==> src/rtl/game_round_ctrl.sv <==
// ============================================================================
// Module   : game_round_ctrl
// Purpose  : Timed-round sequencer with score commit and result-page cycling.
//            Optional macro GAME_ROUND_CTRL_CLEAR_EN adds the clear_scores port.
// Revision : 1.0  initial release
// ============================================================================
`default_nettype none

module game_round_ctrl #(
    parameter int TICKS_PER_SEC = 50000000,
    parameter int GAME_SECS     = 30,
    parameter int SHOW_SECS     = 2
) (
    input  logic       clk,
    input  logic       reset,
    input  logic       start,
    input  logic [1:0] player_sel,
    input  logic [6:0] Current_Score,
`ifdef GAME_ROUND_CTRL_CLEAR_EN
    input  logic       clear_scores,
`endif
    output logic       game_timeout,
    output logic       tg1,
    output logic       tg2,
    output logic [6:0] Personel_Best,
    output logic [6:0] Highest_Score,
    output logic [2:0] Player_Won,
    output logic [5:0] secs_left,
    output logic       busy
);

    localparam int          TW        = (TICKS_PER_SEC > 1) ? $clog2(TICKS_PER_SEC) : 1;
    localparam logic [TW-1:0] TICK_MAX = TW'(TICKS_PER_SEC - 1);
    localparam logic [5:0]  GAME_LEN  = 6'(GAME_SECS);
    localparam logic [5:0]  SHOW_LAST = 6'(SHOW_SECS - 1);

    typedef enum logic [2:0] {
        IDLE     = 3'd0,
        PLAY     = 3'd1,
        COMMIT   = 3'd2,
        SHOW_PB  = 3'd3,
        SHOW_HS  = 3'd4,
        SHOW_WIN = 3'd5
    } state_t;

    state_t        state, state_nxt;
    logic [TW-1:0] tick_cnt;
    logic [5:0]    page_secs;
    logic [1:0]    player;
    logic [6:0]    pb [4];

    logic tick_wrap, page_done, can_start, accept, clr, commit;

    assign tick_wrap = (tick_cnt == TICK_MAX);
    assign page_done = tick_wrap && (page_secs == SHOW_LAST);
    assign can_start = (state != PLAY) && (state != COMMIT);
    assign commit    = (state == COMMIT);
`ifdef GAME_ROUND_CTRL_CLEAR_EN
    assign clr       = clear_scores && can_start;
`else
    assign clr       = 1'b0;
`endif
    // A clear in the same cycle as start wins; the start request is dropped.
    assign accept    = start && can_start && !clr;

    always_ff @(posedge clk or posedge reset) begin
        if (reset) state <= IDLE;
        else       state <= state_nxt;
    end

    always_comb begin
        state_nxt    = state;
        game_timeout = 1'b1;
        tg1          = 1'b0;
        tg2          = 1'b0;
        busy         = 1'b0;
        case (state)
            IDLE: ;
            PLAY: begin
                game_timeout = 1'b0;
                busy         = 1'b1;
                if (tick_wrap && secs_left == 6'd1) state_nxt = COMMIT;
            end
            COMMIT: begin
                busy      = 1'b1;
                state_nxt = SHOW_PB;
            end
            SHOW_PB: begin
                tg2 = 1'b1;
                if (page_done) state_nxt = SHOW_HS;
            end
            SHOW_HS: begin
                tg1 = 1'b1;
                if (page_done) state_nxt = SHOW_WIN;
            end
            SHOW_WIN: begin
                tg1 = 1'b1;
                tg2 = 1'b1;
                if (page_done) state_nxt = SHOW_PB;
            end
            default: state_nxt = IDLE;
        endcase
        if (accept) state_nxt = PLAY;
    end

    always_ff @(posedge clk or posedge reset) begin
        if (reset) begin
            tick_cnt  <= '0;
            page_secs <= '0;
            secs_left <= '0;
            player    <= '0;
        end else if (accept) begin
            player    <= player_sel;
            secs_left <= GAME_LEN;
            tick_cnt  <= '0;
            page_secs <= '0;
        end else begin
            case (state)
                PLAY: begin
                    tick_cnt <= tick_wrap ? '0 : tick_cnt + TW'(1);
                    if (tick_wrap) secs_left <= secs_left - 6'd1;
                end
                COMMIT: begin
                    tick_cnt  <= '0;
                    page_secs <= '0;
                end
                SHOW_PB, SHOW_HS, SHOW_WIN: begin
                    tick_cnt <= tick_wrap ? '0 : tick_cnt + TW'(1);
                    if (tick_wrap) page_secs <= page_done ? 6'd0 : page_secs + 6'd1;
                end
                default: ;
            endcase
        end
    end

    // Strict comparisons: ties and a zero score leave the records untouched.
    always_ff @(posedge clk or posedge reset) begin
        if (reset) begin
            for (int i = 0; i < 4; i++) pb[i] <= '0;
            Highest_Score <= '0;
            Player_Won    <= '0;
        end else if (clr) begin
            for (int i = 0; i < 4; i++) pb[i] <= '0;
            Highest_Score <= '0;
            Player_Won    <= '0;
        end else if (commit) begin
            if (Current_Score > pb[player]) pb[player] <= Current_Score;
            if (Current_Score > Highest_Score) begin
                Highest_Score <= Current_Score;
                Player_Won    <= {1'b0, player} + 3'd1;
            end
        end
    end

    assign Personel_Best = pb[player];

endmodule

`default_nettype wire

==> config.mk <==
export PLATFORM = sky130hd
export DESIGN_NAME = game_round_ctrl
export DESIGN_NICKNAME = d
export VERILOG_FILES = /design/src/rtl/game_round_ctrl.sv
export SDC_FILE = /design/constraint.sdc
export NUM_CORES = 1
export LEC_CHECK = 0
export CELL_PAD_IN_SITES_DETAIL_PLACEMENT = 1
export CELL_PAD_IN_SITES_GLOBAL_PLACEMENT = 1
export CORE_UTILIZATION = 46
export DETAILED_ROUTE_END_ITERATION = 16
export DONT_BUFFER_PORTS = 1
export PLACE_DENSITY = 0.74
export SYNTH_ARGS = -nofsm -noshare
export SYNTH_HDL_FRONTEND = slang
export SYNTH_SLANG_ARGS = --single-unit
==> constraint.sdc <==
create_clock -name clk -period 3.2 [get_ports clk]
set_clock_uncertainty 0.1 [all_clocks]
set_input_delay 0.64 -clock clk [delete_from_list [all_inputs] [get_ports clk]]
set_output_delay 0.64 -clock clk [all_outputs]
set_load 0.05 [all_outputs]
==> out/qor.csv <==
metric;value;unit
status;finished, final reports clean;
cts_num_sinks;81;
viasPerCell;5.636;
drt_pass1_iterations;4;
clock-root-buffer;clkbuf_8;
grt_setup_unrepaired;true;
wl_per_cell;17.69;um
rr_startpoint;player[0]$_DFFE_PP0N_;
arrival;3.26;ns
layout_min_cycle_time;3.123;ns
n_antenna_cell;0;
antenna_found_initial;0;
route.antenna.remaining_nets;0;
slowest_delay;0.57;ns
maxCapViolCount;0;
fmax;0.3202;GHz
cts_buffers;9;
netlist_area;4529;um2
timing.rr.end;pb[23]$_DFFE_PP0P_;
synthArstFlopShare;100.0;%
worst_slack;0.07681;ns
power;4.485;mW
critPathBufInv;1;
critical-path-top-delay-family;multiplexers;
final-hold-violation-count;0;
coreArea;9371;um2
fin_crit_sh;97.60;%
register_area;2028;um2
final_layout_size_suffix_gt1_share;21.27;%
final_common_cell;dfrtp_1;
critPathMaxFanout;8;
ir_drop;418.5;uV
synth_edf_count;0;
worstHoldPathType;input pin to async pin;
grt_max_degree;50;
endpoint_kind;flip-flop;
drc;0;
finalNetCount;472;
area_delta_synth_final;10.83;%
drt_wl_total;10100;um
clk_pin_slew;0.09;ns
path_class;flip-flop to flip-flop;
final_area;5020;um2
place_hpwl;7459;um
finalSetupViolations;0;
io_pins;39;
dieHeight;101.2;um
crit_chain;mux4_2, inv_1, ha_1, nand3_1, nor2_1, a211o_1, a31oi_1, nand2_1, mux2_1;
place_area;4776;um2
num_rows;35;
grt.overflow.total;0;
grt_pass1_vias;3443;
syn_area_per_cell;10.76;um2
dp_worst_setup_slack;-0.07752;ns
mostFrequentLayoutCells;dfrtp_1 (80), mux2_2 (39), nand2_1 (35);
die-area;10250;um2
drt_iter0_drc;70;
ys_warn_count;0;
grt_pass1_wl;16900;um
place.port_buffers;0;
slew_violations;0;
clock_latency;0.36;ns
worst_pin_slew;0.6355;ns
initial_core_util;48.33;%
multi_input_area;2364;um2
relSlewSlack;57.58;%
slowest_stage;mux4_2;
yosys_register_bits;81;
cts_tree;done;
cts_hold_buffers;0;
synth_cell_types;54;
synthCells;421;
power.density;893.4;nW/um2
cts_buffer_depth;2;
ys.flop_type;dfrtp_1;
rrSetupSlack;0.08;ns
critPathLaunchType;flip-flop;
grt_usage;21.53;%
synth.net_count;456;
cp.required;3.33;ns
die_w;101.2;um
ys_seq_area_share;44.75;%
cts_htree_levels;3;
leakagePower;2.229;nW
r2r_cells;9;
final_core_util;53.56;%
vias;3218;
n_fill_cell;1047;
gp_congestion;0.7647;
-- repair_timing --
action / in CTS / in global routing
setup buffers: 0 / 0
endpoints found under the hold margin: 0 / 0
endpoints found under the setup margin: 21 / 11
resized for setup: 1 / 0
-- per-layer routing --
metal	routed length [um]	vias up	part of all wire, %	global-route usage [%]
met1	4653	1634	46	27.84
met2	5009	37	50	36.58
met4	101	0	1.0	5.463
met5	0	-	0	0
met3	335	9	3.3	4.969
li1	-	1538	-	-
-- worst register-to-register path, stage by stage, from the launching register on --
cell	delay [ns]
dfrtp_2	0.51
mux4_2	0.57
inv_1	0.08
ha_1	0.24
nand3_1	0.12
nor2_1	0.06
a211o_1	0.27
a31oi_1	0.32
nand2_1	0.33
mux2_1	0.40
-- cells in the mapped netlist, types with 3 or more instances --
cell type / count / area share (%)
ha_1: 23 / 6.4
nor3_1: 5 / 0.55
and2_1: 5 / 0.69
nor2b_1: 5 / 0.69
o21ai_1: 6 / 0.66
a21o_1: 6 / 0.99
mux4_2: 7 / 3.5
a31oi_1: 3 / 0.41
xor2_1: 11 / 2.1
dfrtp_1: 81 / 45
and4_1: 4 / 0.77
nand2b_1: 10 / 1.4
nand2_1: 35 / 2.9
clkbuf_1: 4 / 0.33
xnor2_1: 7 / 1.4
nand3_1: 19 / 2.1
nand4_1: 6 / 0.83
o21a_1: 3 / 0.50
o21ai_0: 23 / 2.5
and3_1: 6 / 0.83
or3_1: 3 / 0.41
buf_2: 6 / 0.66
o31ai_1: 9 / 1.5
a211o_1: 3 / 0.58
a21oi_1: 8 / 0.88
inv_1: 24 / 2.0
mux2_2: 39 / 9.7
nor4_1: 4 / 0.55
nor2_1: 27 / 2.2
-- registers in the layout, indices dropped and copies added (netlist names) --
name           cells
state              3
page_secs          6
Player_Won         3
secs_left          6
player             2
pb                28
tick_cnt          26
Highest_Score      7
-- cell type report --
cell class	count	area share, %
inverters	24	1.820
flip-flops and latches	81	40.40
well taps	129	3.215
multi-input cells	305	47.08
repair buffers	16	2.642
clock buffers	9	2.468
clock inverters	7	2.368
-- stage by stage --
stage                     setup TNS [ns]  hold slack, ns  cells
after CTS                              0          0.1148    571
after floorplan                        0          0.3458    421
final                                  0          0.1148    571
after detailed placement         -0.3319          0.3738    555
after global routing             -0.3361          0.1432    571
after global placement                 0          0.3691    555
-- worst max-delay path by stage --
stage	start	cells past startpoint	endpoint	slack (ns)
after floorplan	player[0]$_DFFE_PP0N_	10	pb[23]$_DFFE_PP0P_	0.15
after global placement	player[0]$_DFFE_PP0N_	9	pb[23]$_DFFE_PP0P_	0.1
after detailed placement	player[0]$_DFFE_PP0N_	9	pb[23]$_DFFE_PP0P_	-0.08
after CTS	player[0]$_DFFE_PP0N_	9	pb[23]$_DFFE_PP0P_	0.04
after global routing	player[0]$_DFFE_PP0N_	9	pb[23]$_DFFE_PP0P_	-0.09
final	player[0]$_DFFE_PP0N_	9	pb[23]$_DFFE_PP0P_	0.08
-- report_power, final --
part / switching (mW) / internal, mW / total (mW)
clock: 0.389 / 0.518 / 0.906
sequential: 0.450 / 1.28 / 1.73
combinational: 1.07 / 0.778 / 1.85
total: 1.91 / 2.57 / 4.48
-- logic make-up (layout without fill, tap and decap cells) --
group | count (synthesis) | after routing | share of synthesized area [%]
and+or+nand+nor | 143 | 143 | 17.54
DFF | 81 | 81 | 44.75
AOI/OAI and AO/OA | 73 | 73 | 11.13
muxes | 48 | 48 | 13.67
buffers and inverters | 35 | 56 | 3.066
adders and majority gates | 23 | 23 | 6.354
xor gates and xnor gates | 18 | 18 | 3.481
Note: power is estimated with default switching activity, not from simulation.
==> patch 1, RTL diff (config.mk and constraints unchanged) <==
The parameter `TICKS_PER_SEC` goes from 50000000 to 12500000.
--- a/src/rtl/game_round_ctrl.sv
+++ b/src/rtl/game_round_ctrl.sv
@@ -7,7 +7,7 @@
 `default_nettype none
 
 module game_round_ctrl #(
-    parameter int TICKS_PER_SEC = 50000000,
+    parameter int TICKS_PER_SEC = 12500000,
     parameter int GAME_SECS     = 30,
     parameter int SHOW_SECS     = 2
 ) (
Function: no difference found for any inputs over 10 cycles, from zero or initial values and one cycle with reset high; that may be too few to reach the edited logic, so the function may still have changed.
==> patch 1 against the original RTL <==
Fmax up 0.41%; routed wire length grew 9.5%; sequential cell count shrank 2; setup slack improved by 13 ps; synthesized cell count down 0.71%; sequential power barely moved; power increased by 9.5%; final area decreased by 0.52%; count of clock-buffer cells in the layout rose by 1; area after synthesis down 0.69%; final cell count decreased by 0.53%; utilization decreased by 0.28 points.
==> patch 1: results (changes against the original RTL) <==
stage,metric,value,unit,change
status,run status,finished clean,,
route,Routed WL,11.1,mm,+9.5%
worst_setup_path,CP endpoint,pb[2]$_DFFE_PP0P_,,
cts,cts repair resizes,2,,+1
global_route,vias in the first global route,3472,,+0.84%
global_route,global-route wire length before repair,18.3,mm,+8.1%
power_and_ir_drop,Leakage,0.00218,uW,-2.3%
placement,Area after DPL,0.00475,sq mm,-0.58%
yosys,Mapped Avg Cell Area,10.8,sq um,about the same
final_layout,Final Util,53.3,%,-0.28 points
route,met3 wire length,454,um,+36%
route,Iter 0 DRT Violations,108,,+54%
placement,Post-Place Cells,552,,-0.54%
worst_setup_path,CP max stage delay,540,ps,-30 ps
placement,DP HPWL,7.92,mm,+6.2%
global_route,M3 GR Usage,5.69,%,+0.72 points
global_route,GR Util met1,31.9,%,+4.1 points
final_layout,biggest regs,"pb x28, tick_cnt x24, Highest_Score x7",,
route,WL met2,5.20,mm,+3.9%
final_layout,Fillers,1042,,-0.48%
yosys,Yosys cell types,60,,+11%
placement,GP Congestion,0.824,,+7.8%
route,M1 WL,5.24,mm,+13%
worst_setup_path,crit path max fanout,10,,+2
final_layout,layout net count,469,,-0.64%
timing,Worst-Margin Slew,831,ps,+195 ps
yosys,most frequent cells after synthesis,"79 x dfrtp_1, 38 x mux2_2, 30 x inv_1, 28 x nand2_1, 23 x ha_1",,
timing,Hold Slack,97.4,ps,-17.4 ps
final_layout,fin cells,568,,-0.53%
route,uppermost routed layer,met4,,
## patch 1: layout make-up
cell class | instances | area share [%]
inverter | 30 | 2.28
multi-input combinational | 296 | 47.5
clock buffer | 10 | 2.56
tap | 129 | 3.23
timing repair buffer | 18 | 2.96
clock inverter | 6 | 1.88
sequential | 79 | 39.6
## patch 1: cell families (layout without fill, tap and decap cells)
logic type | Yosys count | in the layout | synth area share (%)
flip-flops | 79 | 79 | 44.0
adder cells (fa/ha/maj) | 23 | 23 | 6.40
multiplexers | 46 | 46 | 13.2
AND/OR/NAND/NOR | 128 | 128 | 17.0
AO/OA/AOI/OAI | 86 | 86 | 13.1
XOR/XNOR | 13 | 13 | 2.53
buffers and inverters | 43 | 64 | 3.84
## patch 1: power by group
group          internal, uW  switching (uW)
sequential             1270             453
clock                   445             401
combinational           894            1440
## patch 1: through the flow
stage               total power, uW  setup slack, ps
floorplan                      3400             46.1
global route                   5220            -40.1
CTS                            4920              119
detailed placement             4030            -16.2
finish                         4910             89.6
global placement               3940              134
==> patch 2, RTL diff (same flow settings) <==
Without the edit above. Re-encode `state_t` (6 states) as one-hot, 6 bits wide.
--- a/src/rtl/game_round_ctrl.sv
+++ b/src/rtl/game_round_ctrl.sv
@@ -34,13 +34,13 @@
     localparam logic [5:0]  GAME_LEN  = 6'(GAME_SECS);
     localparam logic [5:0]  SHOW_LAST = 6'(SHOW_SECS - 1);
 
-    typedef enum logic [2:0] {
-        IDLE     = 3'd0,
-        PLAY     = 3'd1,
-        COMMIT   = 3'd2,
-        SHOW_PB  = 3'd3,
-        SHOW_HS  = 3'd4,
-        SHOW_WIN = 3'd5
+    typedef enum logic [5:0] {
+        IDLE     = 6'b000001,
+        PLAY     = 6'b000010,
+        COMMIT   = 6'b000100,
+        SHOW_PB  = 6'b001000,
+        SHOW_HS  = 6'b010000,
+        SHOW_WIN = 6'b100000
     } state_t;
 
     state_t        state, state_nxt;
Behaviour: no difference found for any inputs over 10 cycles, from zero or initial values and one cycle with reset high; not proved beyond that.
==> patch 2 against the original RTL <==
Final area rose by 2.2%; sequential power is 6% higher; sequential cell count increased by 3; area after synthesis rose by 3.2%; largest cell class unchanged; via count is 5.9% higher; routed wire length up 12%; power is 1.7% higher; highest routed layer unchanged; setup slack improved by 93 ps.
==> patch 2: results (changes against the original RTL) <==
stage,metric,value,unit,change
status,run status,finished clean,,
yosys,register area share after synthesis,45.0,%,+0.23 points
power_and_ir_drop,Leakage,0.00225,uW,+0.99%
yosys,top post-synthesis cells by area,"dfrtp_1 44%, mux2_2 9.9%, ha_1 6.2%, mux4_2 3.4%, nand2_1 2.7%",,
route,Iter 0 DRT Violations,116,,+66%
power_and_ir_drop,Peak VDD IR,0.430,mV,+2.8%
placement,GP Congestion,0.786,,+2.8%
cts,CTS Buf Count,9,,unchanged
min_path,Worst Hold Class,in2async,,
cts,H-tree Lvls,3,,unchanged
timing,max_slew headroom,44.6,%,-13 points
worst_setup_path,CP max stage delay,570,ps,about the same
yosys,Yosys cell types,63,,+17%
placement,DP HPWL,7.97,mm,+6.9%
cts,"Reg clk slew, reported paths",90,ps,about the same
global_route,vias in the first global route,3610,,+4.9%
yosys,Synthesized Nets,469,,+2.9%
global_route,global-route wire length before repair,18.5,mm,+9.5%
yosys,top_reg_cell synth,dfrtp_1,,
final_layout,layout cell share with drive strength beyond 1,22.0,%,+0.76 points
route,vias,3408,,+5.9%
route,wire per inst,19.2,um,+8.7%
worst_setup_path,crit path max fanout,10,,+2
final_layout,biggest regs,"pb x28, tick_cnt x26, Highest_Score x7",,
yosys,Synth area leader,dfrtp_1,,
yosys,most frequent cells after synthesis,"83 x dfrtp_1, 41 x mux2_2, 34 x nand2_1, 27 x inv_1, 27 x nor2_1",,
global_route,gr usage total,23.1,%,+1.5 points
route,antenna-violating nets left,0,,unchanged
final_layout,layout net count,484,,+2.5%
worst_setup_path,Crit-path slowest cell,mux4_2,,
final_layout,n_diodes,0,,unchanged
worst_setup_path,CP top delay family,multiplexers,,
power_and_ir_drop,Sw Ratio,43.9,%,+1.3 points
global_route,gr ovfl total,0,,unchanged
global_route,largest net degree at the start of global routing,47,,-6.0%
## patch 2: cell types whose count changed after synthesis, sizes merged, moves of 3 or more
cell and delta:
o21ai -15, a21oi +5, nor3 +7, nand2b -8
or3 +5, o31ai -6, a31oi +7, nand3 -4
nor4bb +3, inv +3, a21o -3, and2 -3
## patch 2: cell type report
type,count,area (sq um)
tap,133,166
sequential,84,2100
clock buffer,10,128
multi-input combinational,309,2390
timing repair buffer,18,148
clock inverter,6,88.8
fill,1093,4690
inverter,27,103
## patch 2: per-layer routing
metal / GRT usage (%) / vias to the layer above / wire length (um)
met5: 0 / - / 0
met4: 6.39 / 0 / 124
met3: 4.07 / 10 / 351
met2: 40.3 / 51 / 5660
met1: 29.4 / 1745 / 5140
li1: - / 1602 / -
## patch 2: final timing paths
path	cells past startpoint	slack, ps	startpoint	to
worst max-delay path	8	170	player[0]$_DFFE_PP0N_	pb[11]$_DFFE_PP0P_
worst max register to register	8	170	player[0]$_DFFE_PP0N_	pb[11]$_DFFE_PP0P_
min in group clk	2	310	player_sel[1]	player[1]$_DFFE_PP0N_
worst min-delay path	1	190	reset	pb[24]$_DFFE_PP0P_
max in group asynchronous	2	2110	reset	Highest_Score[4]$_DFFE_PP0P_
worst min register to register	1	390	tick_cnt[25]$_DFFE_PP0P_	tick_cnt[25]$_DFFE_PP0P_
## patch 2: power by group through the flow
stage | clock network [uW] | logic, uW | registers [uW]
after floorplan | 0 | 1530 | 1690
after global placement | 0 | 1800 | 1830
after detailed placement | 0 | 1870 | 1860
after CTS | 867 | 1890 | 1830
after global routing | 904 | 2040 | 1890
final | 854 | 1870 | 1830
## patch 2: stage by stage
stage / setup slack (ps) / std cells / hold WS [ps] / util [%] / area [sq um]
floorplan: 42.3 / 434 / 338 / - / 4680
global placement: 172 / 571 / 370 / 50.0 / 4910
detailed placement: 81.1 / 571 / 373 / 50.0 / 4910
CTS: 140 / 587 / 211 / 52.3 / 5130
global route: 21.1 / 587 / 256 / 52.3 / 5130
finish: 170 / 587 / 190 / 52.3 / 5130
## patch 2: cells by family (layout without fill, tap and decap cells)
group	Yosys count	count (layout)	share of synthesized area [%]
simple gates	149	149	17.6
flops	84	84	45.0
compound gates	67	67	9.98
mux	50	50	13.7
buf+inv	41	61	3.83
fa+ha+maj	23	23	6.15
xor+xnor	20	20	3.75
